$ cat config.mk
export PLATFORM = sky130hd
export DESIGN_NAME = wb_dram_bist
export DESIGN_NICKNAME = d
export VERILOG_FILES = /design/src/rtl/wb_dram_bist_pkg.sv /design/src/rtl/wb_dram_bist_patgen.sv /design/src/rtl/wb_dram_bist.sv
export SDC_FILE = /design/constraint.sdc
export NUM_CORES = 1
export LEC_CHECK = 0
export BUFFER_PORTS_ARGS = -buffer_cell sky130_fd_sc_hd__buf_4
export CORE_ASPECT_RATIO = 2
export CORE_MARGIN = 8
export CORE_UTILIZATION = 57
export DETAILED_ROUTE_END_ITERATION = 12
export GPL_TIMING_DRIVEN = 1
export PLACE_DENSITY = 0.77
export SETUP_SLACK_MARGIN = 0.5
export SLEW_MARGIN = 40
export SYNTH_ARGS = -nofsm -noshare
export SYNTH_HDL_FRONTEND = slang
export SYNTH_SLANG_ARGS = --single-unit
$ cat constraint.sdc
create_clock -name clk_i -period 5.1 [get_ports clk_i]
set_input_delay 0.765 -clock clk_i [delete_from_list [all_inputs] [get_ports clk_i]]
set_output_delay 0.765 -clock clk_i [all_outputs]
set_load 0.005 [all_outputs]
$ cat src/rtl/wb_dram_bist_pkg.sv
// Shared types and constants for the Wishbone DRAM built-in self-test.
package wb_dram_bist_pkg;

   typedef enum logic [1:0] {
      ModeConst   = 2'd0,
      ModeAddrXor = 2'd1,
      ModeLfsr    = 2'd2,
      ModeWalk    = 2'd3
   } mode_e;

   typedef enum logic [2:0] {
      StIdle,
      StWr,
      StWrGap,
      StRd,
      StRdGap,
      StFin
   } state_e;

   localparam logic [63:0] Poly32 = 64'h0000_0000_8020_0003;
   localparam logic [63:0] Poly64 = 64'hD800_0000_0000_0000;

   // Other widths fall back to a simple top+bottom tap pair.
   function automatic logic [63:0] lfsr_poly(input int unsigned width);
      if (width == 32) begin
         return Poly32;
      end else if (width == 64) begin
         return Poly64;
      end
      return (64'd1 << (width - 1)) | 64'd1;
   endfunction

endpackage

$ cat src/rtl/wb_dram_bist_patgen.sv
// Pattern generator: yields the data word and word address for the current index.
module wb_dram_bist_patgen
   import wb_dram_bist_pkg::*;
#(
   parameter int unsigned ADDR_WIDTH = 30,
   parameter int unsigned DATA_WIDTH = 32
) (
   input  logic                  clk_i,
   input  logic                  rst_ni,
   input  logic                  load_i,
   input  logic                  advance_i,
   input  logic [1:0]            mode_i,
   input  logic [DATA_WIDTH-1:0] seed_i,
   input  logic [ADDR_WIDTH-1:0] base_i,
   output logic [DATA_WIDTH-1:0] pattern_o,
   output logic [ADDR_WIDTH-1:0] addr_o
);

   localparam logic [DATA_WIDTH-1:0] Poly = DATA_WIDTH'(lfsr_poly(DATA_WIDTH));

   logic [1:0]            mode_q;
   logic [DATA_WIDTH-1:0] seed_q;
   logic [ADDR_WIDTH-1:0] addr_q;
   logic [DATA_WIDTH-1:0] lfsr_q;
   logic [DATA_WIDTH-1:0] lfsr_d;
   logic [DATA_WIDTH-1:0] onehot_q;

   always_comb begin
      lfsr_d = lfsr_q >> 1;
      if (lfsr_q[0]) begin
         lfsr_d = lfsr_d ^ Poly;
      end
   end

   always_ff @(posedge clk_i or negedge rst_ni) begin
      if (!rst_ni) begin
         mode_q   <= '0;
         seed_q   <= '0;
         addr_q   <= '0;
         lfsr_q   <= '0;
         onehot_q <= '0;
      end else if (load_i) begin
         mode_q   <= mode_i;
         seed_q   <= seed_i;
         addr_q   <= base_i;
         // An all-zero LFSR would lock up.
         lfsr_q   <= (seed_i == '0) ? DATA_WIDTH'(1) : seed_i;
         onehot_q <= DATA_WIDTH'(1);
      end else if (advance_i) begin
         addr_q   <= addr_q + ADDR_WIDTH'(1);
         lfsr_q   <= lfsr_d;
         onehot_q <= {onehot_q[DATA_WIDTH-2:0], onehot_q[DATA_WIDTH-1]};
      end
   end

   always_comb begin
      pattern_o = seed_q;
      case (mode_e'(mode_q))
         ModeConst:   pattern_o = seed_q;
         ModeAddrXor: pattern_o = seed_q ^ DATA_WIDTH'(addr_q);
         ModeLfsr:    pattern_o = lfsr_q;
         ModeWalk:    pattern_o = onehot_q;
         default:     pattern_o = seed_q;
      endcase
   end

   assign addr_o = addr_q;

endmodule

$ cat src/rtl/wb_dram_bist.sv
// Wishbone master that writes a generated pattern over a DRAM region, then reads it back
// and checks it, reporting error count, first failure, bus timeout and busy-cycle count.
module wb_dram_bist
   import wb_dram_bist_pkg::*;
#(
   parameter int unsigned ADDR_WIDTH = 30,
   parameter int unsigned DATA_WIDTH = 32,
   parameter int unsigned LEN_WIDTH  = 16,
   parameter int unsigned ERR_WIDTH  = 16,
   parameter int unsigned TIMEOUT    = 1024
) (
   input  logic                    clk_i,
   input  logic                    rst_ni,
   input  logic                    start_i,
   input  logic [1:0]              mode_i,
   input  logic [ADDR_WIDTH-1:0]   base_i,
   input  logic [LEN_WIDTH-1:0]    length_i,
   input  logic [DATA_WIDTH-1:0]   seed_i,
   output logic                    busy_o,
   output logic                    done_o,
   output logic                    pass_o,
   output logic                    timeout_o,
   output logic [ERR_WIDTH-1:0]    err_count_o,
   output logic [ADDR_WIDTH-1:0]   first_err_addr_o,
   output logic [DATA_WIDTH-1:0]   first_err_data_o,
   output logic [31:0]             cycles_o,
   output logic [ADDR_WIDTH-1:0]   wb_adr_o,
   output logic [DATA_WIDTH-1:0]   wb_dat_w_o,
   input  logic [DATA_WIDTH-1:0]   wb_dat_r_i,
   output logic [DATA_WIDTH/8-1:0] wb_sel_o,
   output logic                    wb_cyc_o,
   output logic                    wb_stb_o,
   output logic                    wb_we_o,
   input  logic                    wb_ack_i,
   input  logic                    wb_err_i
);

   localparam int unsigned WaitW = $clog2(TIMEOUT);
   localparam logic [WaitW-1:0] WaitLast = WaitW'(TIMEOUT - 1);

   state_e                state_q;
   logic                  busy_q, done_q, pass_q, timeout_q;
   logic                  cyc_q, stb_q, we_q;
   logic [ERR_WIDTH-1:0]  err_q;
   logic                  err_seen_q;
   logic [ADDR_WIDTH-1:0] ferr_addr_q;
   logic [DATA_WIDTH-1:0] ferr_data_q;
   logic [31:0]           cycles_q;
   logic [WaitW-1:0]      wait_q;
   logic [LEN_WIDTH-1:0]  idx_q, len_q;
   logic [1:0]            mode_q;
   logic [DATA_WIDTH-1:0] seed_q;
   logic [ADDR_WIDTH-1:0] base_q;

   logic                  accept, xfer_end, last_word, rd_mismatch;
   logic                  pg_load, pg_advance;
   logic [1:0]            pg_mode;
   logic [DATA_WIDTH-1:0] pg_seed, pattern;
   logic [ADDR_WIDTH-1:0] pg_base, pg_addr;
   logic [ERR_WIDTH-1:0]  err_inc;

   assign accept      = (state_q == StIdle) && start_i;
   assign xfer_end    = stb_q && (wb_ack_i || wb_err_i);
   assign last_word   = ({1'b0, idx_q} + (LEN_WIDTH + 1)'(1)) >= {1'b0, len_q};
   assign rd_mismatch = wb_dat_r_i != pattern;
   assign err_inc     = (err_q == '1) ? err_q : err_q + ERR_WIDTH'(1);

   // The generator loads straight from the ports at start, and from the latched copies when
   // it is rewound for the read pass.
   assign pg_mode    = (state_q == StIdle) ? mode_i : mode_q;
   assign pg_seed    = (state_q == StIdle) ? seed_i : seed_q;
   assign pg_base    = (state_q == StIdle) ? base_i : base_q;
   assign pg_load    = (accept && (length_i != '0)) || ((state_q == StWrGap) && last_word);
   assign pg_advance = ((state_q == StWr) || (state_q == StRd)) && xfer_end;

   wb_dram_bist_patgen #(
      .ADDR_WIDTH (ADDR_WIDTH),
      .DATA_WIDTH (DATA_WIDTH)
   ) u_patgen (
      .clk_i     (clk_i),
      .rst_ni    (rst_ni),
      .load_i    (pg_load),
      .advance_i (pg_advance),
      .mode_i    (pg_mode),
      .seed_i    (pg_seed),
      .base_i    (pg_base),
      .pattern_o (pattern),
      .addr_o    (pg_addr)
   );

   always_ff @(posedge clk_i or negedge rst_ni) begin
      if (!rst_ni) begin
         state_q     <= StIdle;
         busy_q      <= 1'b0;
         done_q      <= 1'b0;
         pass_q      <= 1'b0;
         timeout_q   <= 1'b0;
         cyc_q       <= 1'b0;
         stb_q       <= 1'b0;
         we_q        <= 1'b0;
         err_q       <= '0;
         err_seen_q  <= 1'b0;
         ferr_addr_q <= '0;
         ferr_data_q <= '0;
         cycles_q    <= '0;
         wait_q      <= '0;
         idx_q       <= '0;
         len_q       <= '0;
         mode_q      <= '0;
         seed_q      <= '0;
         base_q      <= '0;
      end else begin
         done_q <= 1'b0;
         if (busy_q && (cycles_q != '1)) begin
            cycles_q <= cycles_q + 32'd1;
         end
         case (state_q)
            StIdle: begin
               if (start_i) begin
                  err_q       <= '0;
                  err_seen_q  <= 1'b0;
                  ferr_addr_q <= '0;
                  ferr_data_q <= '0;
                  timeout_q   <= 1'b0;
                  cycles_q    <= '0;
                  wait_q      <= '0;
                  idx_q       <= '0;
                  if (length_i == '0) begin
                     done_q  <= 1'b1;
                     pass_q  <= 1'b1;
                     state_q <= StFin;
                  end else begin
                     pass_q  <= 1'b0;
                     len_q   <= length_i;
                     mode_q  <= mode_i;
                     seed_q  <= seed_i;
                     base_q  <= base_i;
                     busy_q  <= 1'b1;
                     cyc_q   <= 1'b1;
                     stb_q   <= 1'b1;
                     we_q    <= 1'b1;
                     state_q <= StWr;
                  end
               end
            end
            StWr, StRd: begin
               // A response in the expiry cycle still completes the transfer.
               if (xfer_end) begin
                  cyc_q   <= 1'b0;
                  stb_q   <= 1'b0;
                  wait_q  <= '0;
                  state_q <= (state_q == StWr) ? StWrGap : StRdGap;
                  if (wb_err_i) begin
                     err_q <= err_inc;
                     if ((state_q == StRd) && !err_seen_q) begin
                        err_seen_q  <= 1'b1;
                        ferr_addr_q <= pg_addr;
                        ferr_data_q <= '0;
                     end
                  end else if ((state_q == StRd) && rd_mismatch) begin
                     err_q <= err_inc;
                     if (!err_seen_q) begin
                        err_seen_q  <= 1'b1;
                        ferr_addr_q <= pg_addr;
                        ferr_data_q <= wb_dat_r_i;
                     end
                  end
               end else if (wait_q == WaitLast) begin
                  cyc_q     <= 1'b0;
                  stb_q     <= 1'b0;
                  timeout_q <= 1'b1;
                  pass_q    <= 1'b0;
                  busy_q    <= 1'b0;
                  done_q    <= 1'b1;
                  state_q   <= StFin;
               end else begin
                  wait_q <= wait_q + WaitW'(1);
               end
            end
            StWrGap, StRdGap: begin
               if (!last_word) begin
                  idx_q   <= idx_q + LEN_WIDTH'(1);
                  cyc_q   <= 1'b1;
                  stb_q   <= 1'b1;
                  state_q <= (state_q == StWrGap) ? StWr : StRd;
               end else if (state_q == StWrGap) begin
                  idx_q   <= '0;
                  cyc_q   <= 1'b1;
                  stb_q   <= 1'b1;
                  we_q    <= 1'b0;
                  state_q <= StRd;
               end else begin
                  busy_q  <= 1'b0;
                  done_q  <= 1'b1;
                  pass_q  <= (err_q == '0);
                  state_q <= StFin;
               end
            end
            StFin: state_q <= StIdle;
            default: state_q <= StIdle;
         endcase
      end
   end

   assign busy_o           = busy_q;
   assign done_o           = done_q;
   assign pass_o           = pass_q;
   assign timeout_o        = timeout_q;
   assign err_count_o      = err_q;
   assign first_err_addr_o = ferr_addr_q;
   assign first_err_data_o = ferr_data_q;
   assign cycles_o         = cycles_q;
   assign wb_cyc_o         = cyc_q;
   assign wb_stb_o         = stb_q;
   assign wb_we_o          = we_q;
   assign wb_adr_o         = stb_q ? pg_addr : '0;
   assign wb_dat_w_o       = (stb_q && we_q) ? pattern : '0;
   assign wb_sel_o         = stb_q ? '1 : '0;

endmodule
== Yosys cells after proc, flatten, opt, wreduce, memory -nomap -nowiden ==
Cells that the tools add are included.
Storage, ports and cells
  memories kept: 0
  memory bits (read-only): 0
  register bits after elaboration: 354
  input bits: 117
  bits in latches: 0
  logic and storage cells: 183
  output and inout port bits: 183
  RAM bits: 0
Cells by class
  shifts and indexed selects: 0
  bitwise logic cells: 3
  div/mod/pow operators: 0
  add/sub/neg operators: 6
  multipliers: 0
  reductions and logical operators: 37
  equality and inequality tests: 25
  magnitude comparators: 1
  multiplexer cells: 88
Operators by type and width (number)
  $mux 32: 17
  $mux 30: 10
  $pmux 32 s4: 1
  $mux 16: 7
  $pmux 16 s2: 2
  $pmux 32 s2: 1
  $pmux 30 s2: 1
  $add 16x1->16 const B: 2
  $add 32x1->32 const B: 1
  $logic_not 16->1: 2
  $logic_not 32->1: 1
  $ne 32x32->1: 1
  $ne 32x32->1 const B: 1
  $xor 32x30->32: 1
  $add 30x1->30 const B: 1
  $mux 10: 3
  $mux 1: 27
  $mux 3: 7
  $pmux 10 s2: 1
  $ne 3x3->1 const B: 6
  $add 16x1->17 const B: 1
  $ge 17x16->1: 1
  $eq 16x16->1 const B: 1
  $ne 2x2->1 const B: 8
  other kinds (29): 56

== Longest topological paths before layout ==
Gate-level depths: netlist of run 1.
  depth in word-level cells: 8
  gate-level depth with buffers: 20
  mapped depth without buffers: 19

== Modules after synthesis ==
A second synthesis of run 1 with hierarchy kept.
Second synthesis, totals
  cells, all modules: 1973
  area total of the unflattened synthesis: 18869.3 um^2
By module, submodules not included
  wb_dram_bist: cells each 1190, area each 12009.0 um^2, seq. area each 5655.4 um^2, times used 1
  wb_dram_bist_patgen: cells each 783, area each 6860.3 um^2, seq. area each 3203.1 um^2, times used 1

== Worst setup path before layout of run 1 ==
No wires, ideal clock.
  kind: flip-flop to flip-flop
  start point: register idx_q[0]
  end point: register idx_q[7]
  period minus slack after synthesis: 4.007 ns
  data required time: 5.021 ns
  library setup time: 0.079 ns
  path slack: 1.093 ns
  buffers on the path: 1
  arrival: 3.928 ns
  cell stages (with the launch flop): 19
  cells stage by stage: dfrtp_1 > ha_1 > and3_1 > clkbuf_1 > and3_1 > xor2_1 > ha_1 > a21o_1 > a21o_1 > a221oi_1 > o21ai_0 > a311o_1 > a21oi_1 > inv_1 > ha_1 > nor2_1 > nor2_1 > or3_1 > mux2i_1
On the way
  cells in the longest elaborated chain, start to end: 4
  elaborated cells between the ends (all ways): 7
  classes of those cells: add/sub (2); order compare (1); eq/ne (1); mux (2); reduce/logical (1)
Ends and longest elaborated chain
  start, declared: RTL line wb_dram_bist.sv:50  | logic [LEN_WIDTH-1:0] idx_q, len_q;
  start signal, assigned: RTL line wb_dram_bist.sv:182  | idx_q <= idx_q + LEN_WIDTH'(1);
  $add 16x1->17: RTL line wb_dram_bist.sv:64  | assign last_word = ({1'b0, idx_q} + (LEN_WIDTH + 1)'(1)) >= {1'b0, len_q};
  $ge 17x16->1: RTL line wb_dram_bist.sv:64
  $ne 3x3->1 (no line) / $mux 16 (equally long branches)
  $reduce_and 3->1 (no line) / $pmux 16 s2 (equally long branches)
Several ways; a longest one is shown, not always the timed one.
A chain may end at the register's enable or synchronous reset.

== Worst setup path after layout of run 1 ==
  start point: register idx_q[0]
  end point: register u_patgen.lfsr_q[24]
On the way
  cells in the longest elaborated chain, start to end: 5
  elaborated cells between the ends (all ways): 6
  classes of those cells: add/sub (1); order compare (1); mux (1); reduce/logical (3)
Ends and longest elaborated chain
  $add 16x1->17 (*): RTL line wb_dram_bist.sv:64
  $ge 17x16->1 (*): RTL line wb_dram_bist.sv:64
  $logic_and 1x1->1 (*): RTL line wb_dram_bist.sv:73  | assign pg_load = (accept && (length_i != '0)) || ((state_q == StWrGap) && last_word);
  $logic_or 1x1->1 (*): RTL line wb_dram_bist.sv:73
  $mux 32 / $reduce_bool 2->1 (equally long branches)
  end signal, assigned: RTL line wb_dram_bist_patgen.sv:47  | lfsr_q <= (seed_i == '0) ? DATA_WIDTH'(1) : seed_i;
  end signal, assigned: RTL line wb_dram_bist_patgen.sv:51  | lfsr_q <= lfsr_d;
  end, declared: RTL line wb_dram_bist_patgen.sv:24  | logic [DATA_WIDTH-1:0] lfsr_q;
Mark *: on every way between the ends. The rest lies on a longest branch, timed or not.

==> results of run 1 <==
metrics by stage:
step	util, %	std cells
final	69.0	2665
after global routing	69.0	2665
after CTS	68.8	2661
after detailed placement	65.5	2604
after global placement	65.5	2604
after floorplan	-	1982
report_power, final:
group / leakage (nW) / switching (mW) / internal (mW)
Clock: 0.514 / 1.09 / 1.37
Combinational: 5.34 / 3.10 / 2.66
Sequential: 4.49 / 1.24 / 3.76
Total: 10.3 / 5.43 / 7.79
sequential cells by signal, indices dropped and copies added (netlist names), 2 cells and up:
name and flops:
cycles_o 32, u_patgen.addr_o 30, u_patgen.seed_q 32, u_patgen.lfsr_q 32
u_patgen.mode_q 2, wait_q 10, err_count_o 16, first_err_data_o 32
u_patgen.onehot_q 32, idx_q 16, seed_q 32, first_err_addr_o 30
mode_q 2, state_q 3, len_q 16, base_q 30
cell usage in the layout, fill, tap and decap left out, drive strengths merged, types with 3 or more instances in the layout:
cell / instances
o21ai: 62
xor2: 35
buf: 332
a31oi: 62
o2bb2ai: 5
xnor2: 67
nand4: 19
a22o: 62
inv: 34
mux2: 112
dfrtp: 354
nor4: 33
or2: 3
nand3: 39
o22ai: 7
clkbuf: 44
nor4bb: 29
nor2b: 35
nand2b: 21
a221oi: 31
mux2i: 4
a21o: 7
bufinv: 3
and2: 35
a21oi: 66
o21a: 8
nor3: 15
nor2: 182
clkinv: 7
ha: 24
nand2: 361
and4: 11
o31ai: 18
and3: 68
or3: 18
critical path, stage by stage, from the launching register on:
cell      delay, ps
dfrtp_1         430
ha_1            280
and3_2          260
and3_1          230
xor2_1          150
ha_1            290
a21o_1          180
a21o_1          170
a221oi_1        230
o21ai_0         160
a311o_1         410
a21oi_1         180
inv_1            80
ha_1            280
nand2b_2        420
and3_1          310
a31oi_1         150
cells by family after synthesis:
family | count (synthesis) | synth area share, %
compound gates | 346 | 12.6
xor+xnor | 102 | 4.80
fa+ha+maj | 24 | 1.61
buf+inv | 169 | 3.86
flops | 354 | 47.6
mux | 116 | 7.00
simple gates | 871 | 22.4
worst max path at each step:
stage             start                  end  slack (ps)
6_report       idx_q[0]  u_patgen.lfsr_q[24]         810
5_1_grt        idx_q[0]  u_patgen.addr_o[29]         560
4_1_cts        idx_q[2]  u_patgen.addr_o[11]         540
3_5_place_dp   idx_q[2]  u_patgen.addr_o[11]         560
3_3_place_gp   idx_q[0]  u_patgen.addr_o[18]         670
2_1_floorplan  idx_q[0]             idx_q[7]        1090
per-layer routing:
metal / track usage, % / share of wire (%) / up-vias
met2: 53.5 / 52 / 689
li1: - / - / 7397
met3: 4.47 / 6.7 / 184
met5: 0 / 0 / -
met4: 20.6 / 7.4 / 0
met1: 30.7 / 34 / 8024
area by class of cell:
class / count / area share (%)
inverters: 33 / 0.557
well taps: 427 / 2.40
multi-input cells: 1461 / 40.9
repair buffers: 332 / 11.5
diodes: 1 / 0.0113
flip-flops and latches: 354 / 39.9
clock buffers: 44 / 4.02
clock inverters: 13 / 0.686
==> results.json, run 1 <==
{
  "period_needed_ps": 4290,
  "synth_seq_cells": 354,
  "cts.sinks": 354,
  "async_flop_share_pct": 100,
  "status": "finished, final reports clean",
  "synth_cells": 1982,
  "post-place-ws_ps": 560,
  "worstPathArrival_ps": 4800,
  "antenna_found_initial": 1,
  "vias": 16294,
  "dieArea_um2": 39000,
  "synthTopCellsByCount": "nand2_1 (361), dfrtp_1 (354), nor2_1 (182)",
  "ir_drop_mv": 0.416,
  "grt_pass1_wl_mm": 90.4,
  "fillers": 2537,
  "r2r_end": "u_patgen.lfsr_q[24]",
  "core_area_um2": 32200,
  "cts_buffers": 31,
  "setup_ws_ps": 806,
  "die_x_um": 144,
  "tns_ps": 0,
  "place.port_buffers": 299,
  "rsz0062_at_grt": "no",
  "yosys_warnings": 0,
  "ff2ff_setup_slack_ps": 810,
  "hold_ws_ps": 33.5,
  "postCtsSetupBuffers": 0,
  "track_usage_pct": 29.7,
  "clkTransAtPathRegs_ps": 70,
  "worstPathRequired_ps": 5610,
  "yosysTopAreaCellShare_pct": 47.6,
  "syn_avg_cell_area_um2": 9.38,
  "cts_buffer_depth": 3,
  "pin_count": 300,
  "timing_hold_violations_final": 0,
  "slew_headroom_pct": 38.6,
  "cp_max_fo": 17,
  "setup_violations": 0,
  "cp-end-kind": "register",
  "viasPerCell": 6.11,
  "grt_pass1_vias": 16459,
  "seq_area_um2": 8860,
  "gp_congestion": 0.919,
  "grt-ovfl-total": 0,
  "critPathKind": "register to register",
  "tightest_slew_ps": 921,
  "clock_latency_ps": 600,
  "yosysSeqAreaShare_pct": 47.6,
  "htree_levels": 1,
  "drive_gt1_share_pct": 22.8,
  "r2r_start": "idx_q[0]",
  "startpoint_type": "register",
  "initial_core_util_pct": 57.7,
  "wl_per_cell_um": 22.4,
  "hp-class": "primary input to async pin",
  "grt_max_degree": 120,
  "num-nets-final": 2354,
  "ant_nets": 0,
  "cts_root_buf": "clkbuf_16",
  "finClkSkew_ps": 14.8,
  "row_count": 93,
  "timing.fmax_mhz": 233,
  "synth_cell_types": 56,
  "p_leak_nw": 10.3,
  "synthesis.nets": 2123,
  "detail_route.iter0.violations": 1135,
  "synth_edf_count": 0,
  "fin_total_pwr_mw": 13.2,
  "fin_area_um2": 22200,
  "hpwl_mm": 43.6,
  "synth_ff_type": "dfrtp_1",
  "p_per_area_nw_per_um2": 594,
  "placed_area_um2": 21100,
  "r2r_cells": 16,
  "ctsResizeCount": 0,
  "ctsHoldBuffers": 0,
  "syn_to_final_growth_pct": 19.6,
  "slew_viol_final": 0,
  "dieHeight_um": 271,
  "totalWireLength_mm": 59.6,
  "multi_input_area_um2": 9100,
  "yosys-top-cells-area": "dfrtp_1 (48%), nand2_1 (7.3%), mux2_2 (6.0%)",
  "dr.pass1.iters": 6,
  "cts_tree": "done",
  "synthMostInstantiatedCell": "nand2_1",
  "synth.largest_area_cell": "dfrtp_1",
  "post-route-period-util_pct": 84.2,
  "drc": 0,
  "synth_area_um2": 18600,
  "maxCapViolCount": 0
}
Note: power is estimated with default switching activity, not from simulation.
==> inputs of run 2 (changes only) <==
--- a/config.mk
+++ b/config.mk
@@ -5,13 +5,14 @@
 export SDC_FILE = /design/constraint.sdc
 export NUM_CORES = 1
 export LEC_CHECK = 0
+export ABC_AREA = 1
 export BUFFER_PORTS_ARGS = -buffer_cell sky130_fd_sc_hd__buf_4
 export CORE_ASPECT_RATIO = 2
 export CORE_MARGIN = 8
-export CORE_UTILIZATION = 57
+export CORE_UTILIZATION = 58
 export DETAILED_ROUTE_END_ITERATION = 12
 export GPL_TIMING_DRIVEN = 1
-export PLACE_DENSITY = 0.77
+export PLACE_DENSITY = 0.78
 export SETUP_SLACK_MARGIN = 0.5
 export SLEW_MARGIN = 40
 export SYNTH_ARGS = -nofsm -noshare
==> constraint.sdc (replaced) <==
create_clock -name clk_i -period 4.36 [get_ports clk_i]
set_input_delay 0.654 -clock clk_i [delete_from_list [all_inputs] [get_ports clk_i]]
set_output_delay 0.654 -clock clk_i [all_outputs]
set_load 0.005 [all_outputs]
==> results.json, run 2 <==
{
  "antenna_found_initial": 3,
  "tns_ps": 0,
  "grt_pass1_vias": 20316,
  "use_met2_pct": 64.8,
  "wl_per_cell_um": 22.4,
  "tightest_slew_ps": 972,
  "timing_hold_violations_final": 0,
  "synth_seq_cells": 354,
  "r2r_end": "u_patgen.lfsr_q[15]",
  "pin_count": 300,
  "dieHeight_um": 279,
  "cts_buffers": 34,
  "core_area_um2": 34100,
  "grt_max_degree": 156,
  "clock_latency_ps": 540,
  "grt_busiest_layer": "met2",
  "cp_max_fo": 31,
  "synth.largest_area_cell": "dfrtp_1",
  "async_flop_share_pct": 100,
  "num-nets-final": 3177,
  "synth_area_um2": 20000,
  "fillers": 2828,
  "cp-end-kind": "register",
  "initial_core_util_pct": 58.6,
  "final_cell_mix": "nand2_1 (780), inv_1 (386), dfrtp_1 (353)",
  "dr.pass1.iters": 6,
  "finClkSkew_ps": 21.8,
  "yosys-top-cells-area": "dfrtp_1 (44%), nand2_1 (15%), inv_1 (7.3%)",
  "die_x_um": 147,
  "grt-ovfl-total": 0,
  "synth_edf_count": 0,
  "post-route-period-util_pct": 87.8,
  "htree_levels": 2,
  "place.port_buffers": 299,
  "cts_buffer_depth": 3,
  "slowest_delay_ps": 410,
  "cts_root_buf": "clkbuf_16",
  "ant_nets": 0,
  "clkTransAtPathRegs_ps": 70,
  "critPathLaunch": "idx_q[1]",
  "dp_cells": 3422,
  "syn_avg_cell_area_um2": 7.20,
  "met1_usage_pct": 36.4,
  "gp_congestion": 0.997,
  "seq_area_um2": 8860,
  "track_usage_pct": 36.5,
  "viasPerCell": 5.83,
  "p_leak_nw": 12.5,
  "drive_gt1_share_pct": 16.1,
  "ir_drop_mv": 0.507,
  "slew_viol_final": 0,
  "ff2ff_setup_slack_ps": 530,
  "syn_to_final_growth_pct": 22.6,
  "cts.sinks": 354,
  "slowest_stage": "dfrtp_1",
  "hp-class": "primary input to async pin",
  "r2r_start": "idx_q[1]",
  "synth_cell_types": 47,
  "detail_route.iter0.violations": 1817,
  "worstPathArrival_ps": 4220,
  "drc": 0,
  "worstPathRequired_ps": 4750,
  "period_needed_ps": 3830,
  "startpoint_type": "register",
  "yosysSeqAreaShare_pct": 44.3,
  "yosysTopAreaCellShare_pct": 44.3,
  "r2r_cells": 26,
  "maxCapViolCount": 0,
  "final_common_cell": "nand2_1",
  "fin_total_pwr_mw": 18.0,
  "hpwl_mm": 58.7,
  "cts_tree": "done",
  "ctsHoldBuffers": 0,
  "synth_ff_type": "dfrtp_1",
  "yosys_warnings": 0,
  "row_count": 96,
  "rsz0062_at_grt": "yes",
  "vias": 20444,
  "dieArea_um2": 41000,
  "synthMostInstantiatedCell": "nand2_1",
  "timing.fmax_mhz": 261,
  "synth_cells": 2775,
  "synthesis.nets": 2916,
  "use_met3_pct": 5.86,
  "status": "finished, final reports clean",
  "critPathKind": "register to register",
  "synthTopCellsByCount": "nand2_1 (786), inv_1 (389), dfrtp_1 (354)",
  "slew_headroom_pct": 34.5,
  "grt_pass1_wl_mm": 116,
  "setup_violations": 0,
  "multi_input_area_um2": 9240,
  "totalWireLength_mm": 78.4,
  "p_per_area_nw_per_um2": 733,
  "stdcell_count": 3506
}
## run 2: cell types whose count changed after synthesis, sizes merged, moves of 39 or more
cell / delta
a22o: -62
a31oi: -39
and3: -68
inv: +366
mux2: -105
nand2: +425
nand3: +94
nand4: +78
nor2: +57
o21ai: +216
o22ai: +40
xnor2: -56
## run 2: area by class of cell
type / instances / share of cell area [%]
clock inverters: 15 / 0.858
multi-input cells: 1878 / 37.7
flip-flops and latches: 354 / 36.2
repair inverters: 1 / 0.0255
well taps: 441 / 2.25
clock buffers: 47 / 4.18
inverters: 403 / 6.35
diodes: 3 / 0.0306
repair buffers: 364 / 12.4
## run 2: timing repair
| item | in CTS | in global routing |
|---|---|---|
| pin swaps | 2 | 22 |
| resized for setup | 15 | 82 |
| endpoints found under the hold margin | 0 | 0 |
| endpoints found under the setup margin | 113 | 145 |
| setup buffers | 2 | 8 |
| gates cloned | 2 | 6 |
## run 2: worst max path at each step
stage | slack, ps | cells past startpoint | endpoint
after CTS | 500 | 23 | u_patgen.lfsr_q[7]
final | 530 | 26 | u_patgen.lfsr_q[15]
after global routing | 260 | 25 | u_patgen.lfsr_q[15]
after detailed placement | 220 | 25 | u_patgen.addr_o[27]
after floorplan | 640 | 27 | u_patgen.lfsr_q[0]
after global placement | 300 | 26 | u_patgen.addr_o[27]
## run 2: report_power, final
| part | switching (mW) | internal [mW] |
|---|---|---|
| Combinational | 6.19 | 3.17 |
| Clock | 1.36 | 1.95 |
| Sequential | 0.909 | 4.37 |
## run 2: critical path, delay by kind of cell (launching register included)
kind	cells	cell delay, ps
AO/OA/AOI/OAI	5	570
XOR/XNOR	1	150
adder cells (fa/ha/maj)	3	620
buffers and inverters	7	700
flip-flops	1	410
AND/OR/NAND/NOR	10	1210
## run 2: cell families after synthesis
| kind of cell | synth area share, % |
|---|---|
| and+or+nand+nor | 28.0 |
| buffers and inverters | 10.8 |
| AOI/OAI and AO/OA | 12.8 |
| DFF | 44.3 |
| xor gates and xnor gates | 1.80 |
| adders and majority gates | 1.50 |
| muxes | 0.695 |
## run 2: per-stage QoR
step	utilization [%]	instance area (um^2)	hold WS (ps)	setup slack, ps
floorplan	-	20000	358	637
global placement	66.3	22600	454	298
detailed placement	66.4	22600	460	218
CTS	70.3	24000	41.3	505
global route	71.8	24500	61.3	261
finish	71.8	24500	38.2	531
## run 2: metal layers
| metal | share of wire [%] | vias to the layer above | wire, um |
|---|---|---|---|
| met5 | 0.017 | - | 13 |
| met4 | 10 | 2 | 7950 |
| met3 | 6.8 | 341 | 5300 |
| met2 | 51 | 1045 | 39800 |
| met1 | 32 | 9587 | 25300 |
| li1 | - | 9469 | - |
==> inputs of run 3 (changes only) <==
--- a/config.mk
+++ b/config.mk
@@ -12,8 +12,10 @@
 export CORE_UTILIZATION = 58
 export DETAILED_ROUTE_END_ITERATION = 12
 export GPL_TIMING_DRIVEN = 1
+export MAX_ROUTING_LAYER = met4
 export PLACE_DENSITY = 0.78
 export SETUP_SLACK_MARGIN = 0.5
+export SKIP_CTS_REPAIR_TIMING = 1
 export SLEW_MARGIN = 40
 export SYNTH_ARGS = -nofsm -noshare
 export SYNTH_HDL_FRONTEND = slang
==> results.json, run 3 (synthesis results as in run 2) <==
{
  "track_usage_pct": 37.7,
  "cp-end-kind": "register",
  "die_x_um": 147,
  "period_needed_ps": 3930,
  "multi_input_area_um2": 9290,
  "r2r_start": "idx_q[0]",
  "fillers": 2815,
  "cts_root_buf": "clkbuf_16",
  "ir_drop_mv": 0.495,
  "timing.fmax_mhz": 254,
  "final_cell_mix": "nand2_1 (779), inv_1 (386), dfrtp_1 (354)",
  "ff2ff_setup_slack_ps": 430,
  "cts_buffer_depth": 3,
  "critPathKind": "register to register",
  "cts_tree": "done",
  "grt_max_degree": 156,
  "drc": 0,
  "cts_buffers": 35,
  "viasPerCell": 5.93,
  "slew_headroom_pct": 32.0,
  "setup_violations": 0,
  "cts.sinks": 354,
  "pin_count": 300,
  "seq_area_um2": 8860,
  "row_count": 96,
  "detail_route.iter0.violations": 2162,
  "worstHoldStart": "seed_i[28]",
  "drive_gt1_share_pct": 17.0,
  "syn_to_final_growth_pct": 23.5,
  "r2r_cells": 26,
  "slew_viol_final": 0,
  "r2r_end": "u_patgen.lfsr_q[25]",
  "tightest_slew_ps": 1010,
  "worstPathArrival_ps": 4380,
  "min_path_cells": 2,
  "grt-ovfl-total": 0,
  "wl_per_cell_um": 22.5,
  "gp_congestion": 1.03,
  "hold_end": "seed_q[28]",
  "worstPathRequired_ps": 4810,
  "clkTransAtPathRegs_ps": 70,
  "final_common_cell": "nand2_1",
  "initial_core_util_pct": 58.6,
  "post-place-ws_ps": 167,
  "antenna_found_initial": 0,
  "clock_latency_ps": 540,
  "hold_ws_ps": 364,
  "grt_pass1_wl_mm": 116,
  "status": "finished, final reports clean",
  "vias": 20925,
  "maxCapViolCount": 0,
  "cp_max_fo": 11,
  "ant_nets": 0,
  "rsz0062_at_grt": "yes",
  "timing_hold_violations_final": 0,
  "dieArea_um2": 41000,
  "num-nets-final": 3203,
  "place.port_buffers": 299,
  "grt_pass1_vias": 20331,
  "finClkSkew_ps": 13.2,
  "tns_ps": 0,
  "post-route-period-util_pct": 90.2,
  "htree_levels": 2,
  "p_per_area_nw_per_um2": 726,
  "setup_ws_ps": 429,
  "hpwl_mm": 58.9,
  "hp-class": "primary input to register",
  "dr.pass1.iters": 6,
  "n_antenna_cell": 0,
  "core_area_um2": 34100,
  "startpoint_type": "register",
  "totalWireLength_mm": 79.3,
  "p_leak_nw": 12.6,
  "dieHeight_um": 279
}
## run 3: cell count changes in the layout (fill, tap and decap cells not counted), sizes merged
cell         before  now
dlygate4sd3       0    1
diode             3    0
clkinvlp          1    2
inv             399  404
bufinv            6    3
buf             360  380
clkinv           13   12
## run 3: worst max-delay path by stage
stage	from	slack [ps]	cells after the start	end
floorplan	idx_q[0]	640	27	u_patgen.lfsr_q[0]
global placement	idx_q[0]	220	25	u_patgen.addr_o[27]
detailed placement	idx_q[0]	170	26	u_patgen.addr_o[27]
CTS	idx_q[0]	140	26	u_patgen.addr_o[27]
global route	idx_q[0]	190	26	u_patgen.lfsr_q[16]
finish	idx_q[0]	430	26	u_patgen.lfsr_q[25]
## run 3: final cells by class
class / instances / area share [%]
inverter: 403 / 6.21
sequential: 354 / 35.9
tap: 441 / 2.24
timing repair inverter: 2 / 0.0507
clock inverter: 16 / 0.740
clock buffer: 44 / 3.85
timing repair buffer: 388 / 13.4
multi-input combinational: 1878 / 37.6
## run 3: worst max-delay path: stages, from the launching register on
cell	delay, ps
dfrtp_1	420
ha_4	180
nand3_4	90
nor2_4	140
nand2_2	70
nor2_1	100
inv_1	70
nor2_2	150
inv_2	50
nor3_2	170
xor2_1	170
inv_1	110
ha_4	290
nand2_1	40
nand3b_1	180
nor2_2	170
nand4_1	170
nand3_2	150
ha_4	150
inv_4	50
nand2_8	70
buf_4	210
clkbuf_16	230
nand2_1	90
o21ai_0	130
nand2_1	90
o21ai_1	90
## run 3: per-stage QoR
step	util, %	power [mW]	std cells	instance area [um^2]
after floorplan	-	10.2	2775	20000
after global placement	66.5	13.6	3426	22700
after detailed placement	66.7	13.9	3428	22800
after CTS	70.0	17.0	3488	23900
after global routing	72.4	18.9	3526	24700
final	72.4	17.9	3526	24700
## run 3: metal layers
metal | GRT usage (%) | vias up | part of all wire, %
met3 | 4.86 | 361 | 7.6
li1 | - | 9525 | -
met4 | 31.0 | 0 | 10
met2 | 65.1 | 1232 | 50
met1 | 37.3 | 9807 | 32
met5 | - | - | 0
## run 3: power by group
part / leakage, nW / switching, mW / internal (mW)
clock: 0.560 / 1.37 / 1.74
combinational: 7.50 / 6.24 / 3.29
sequential: 4.55 / 0.913 / 4.37
total: 12.6 / 8.52 / 9.40
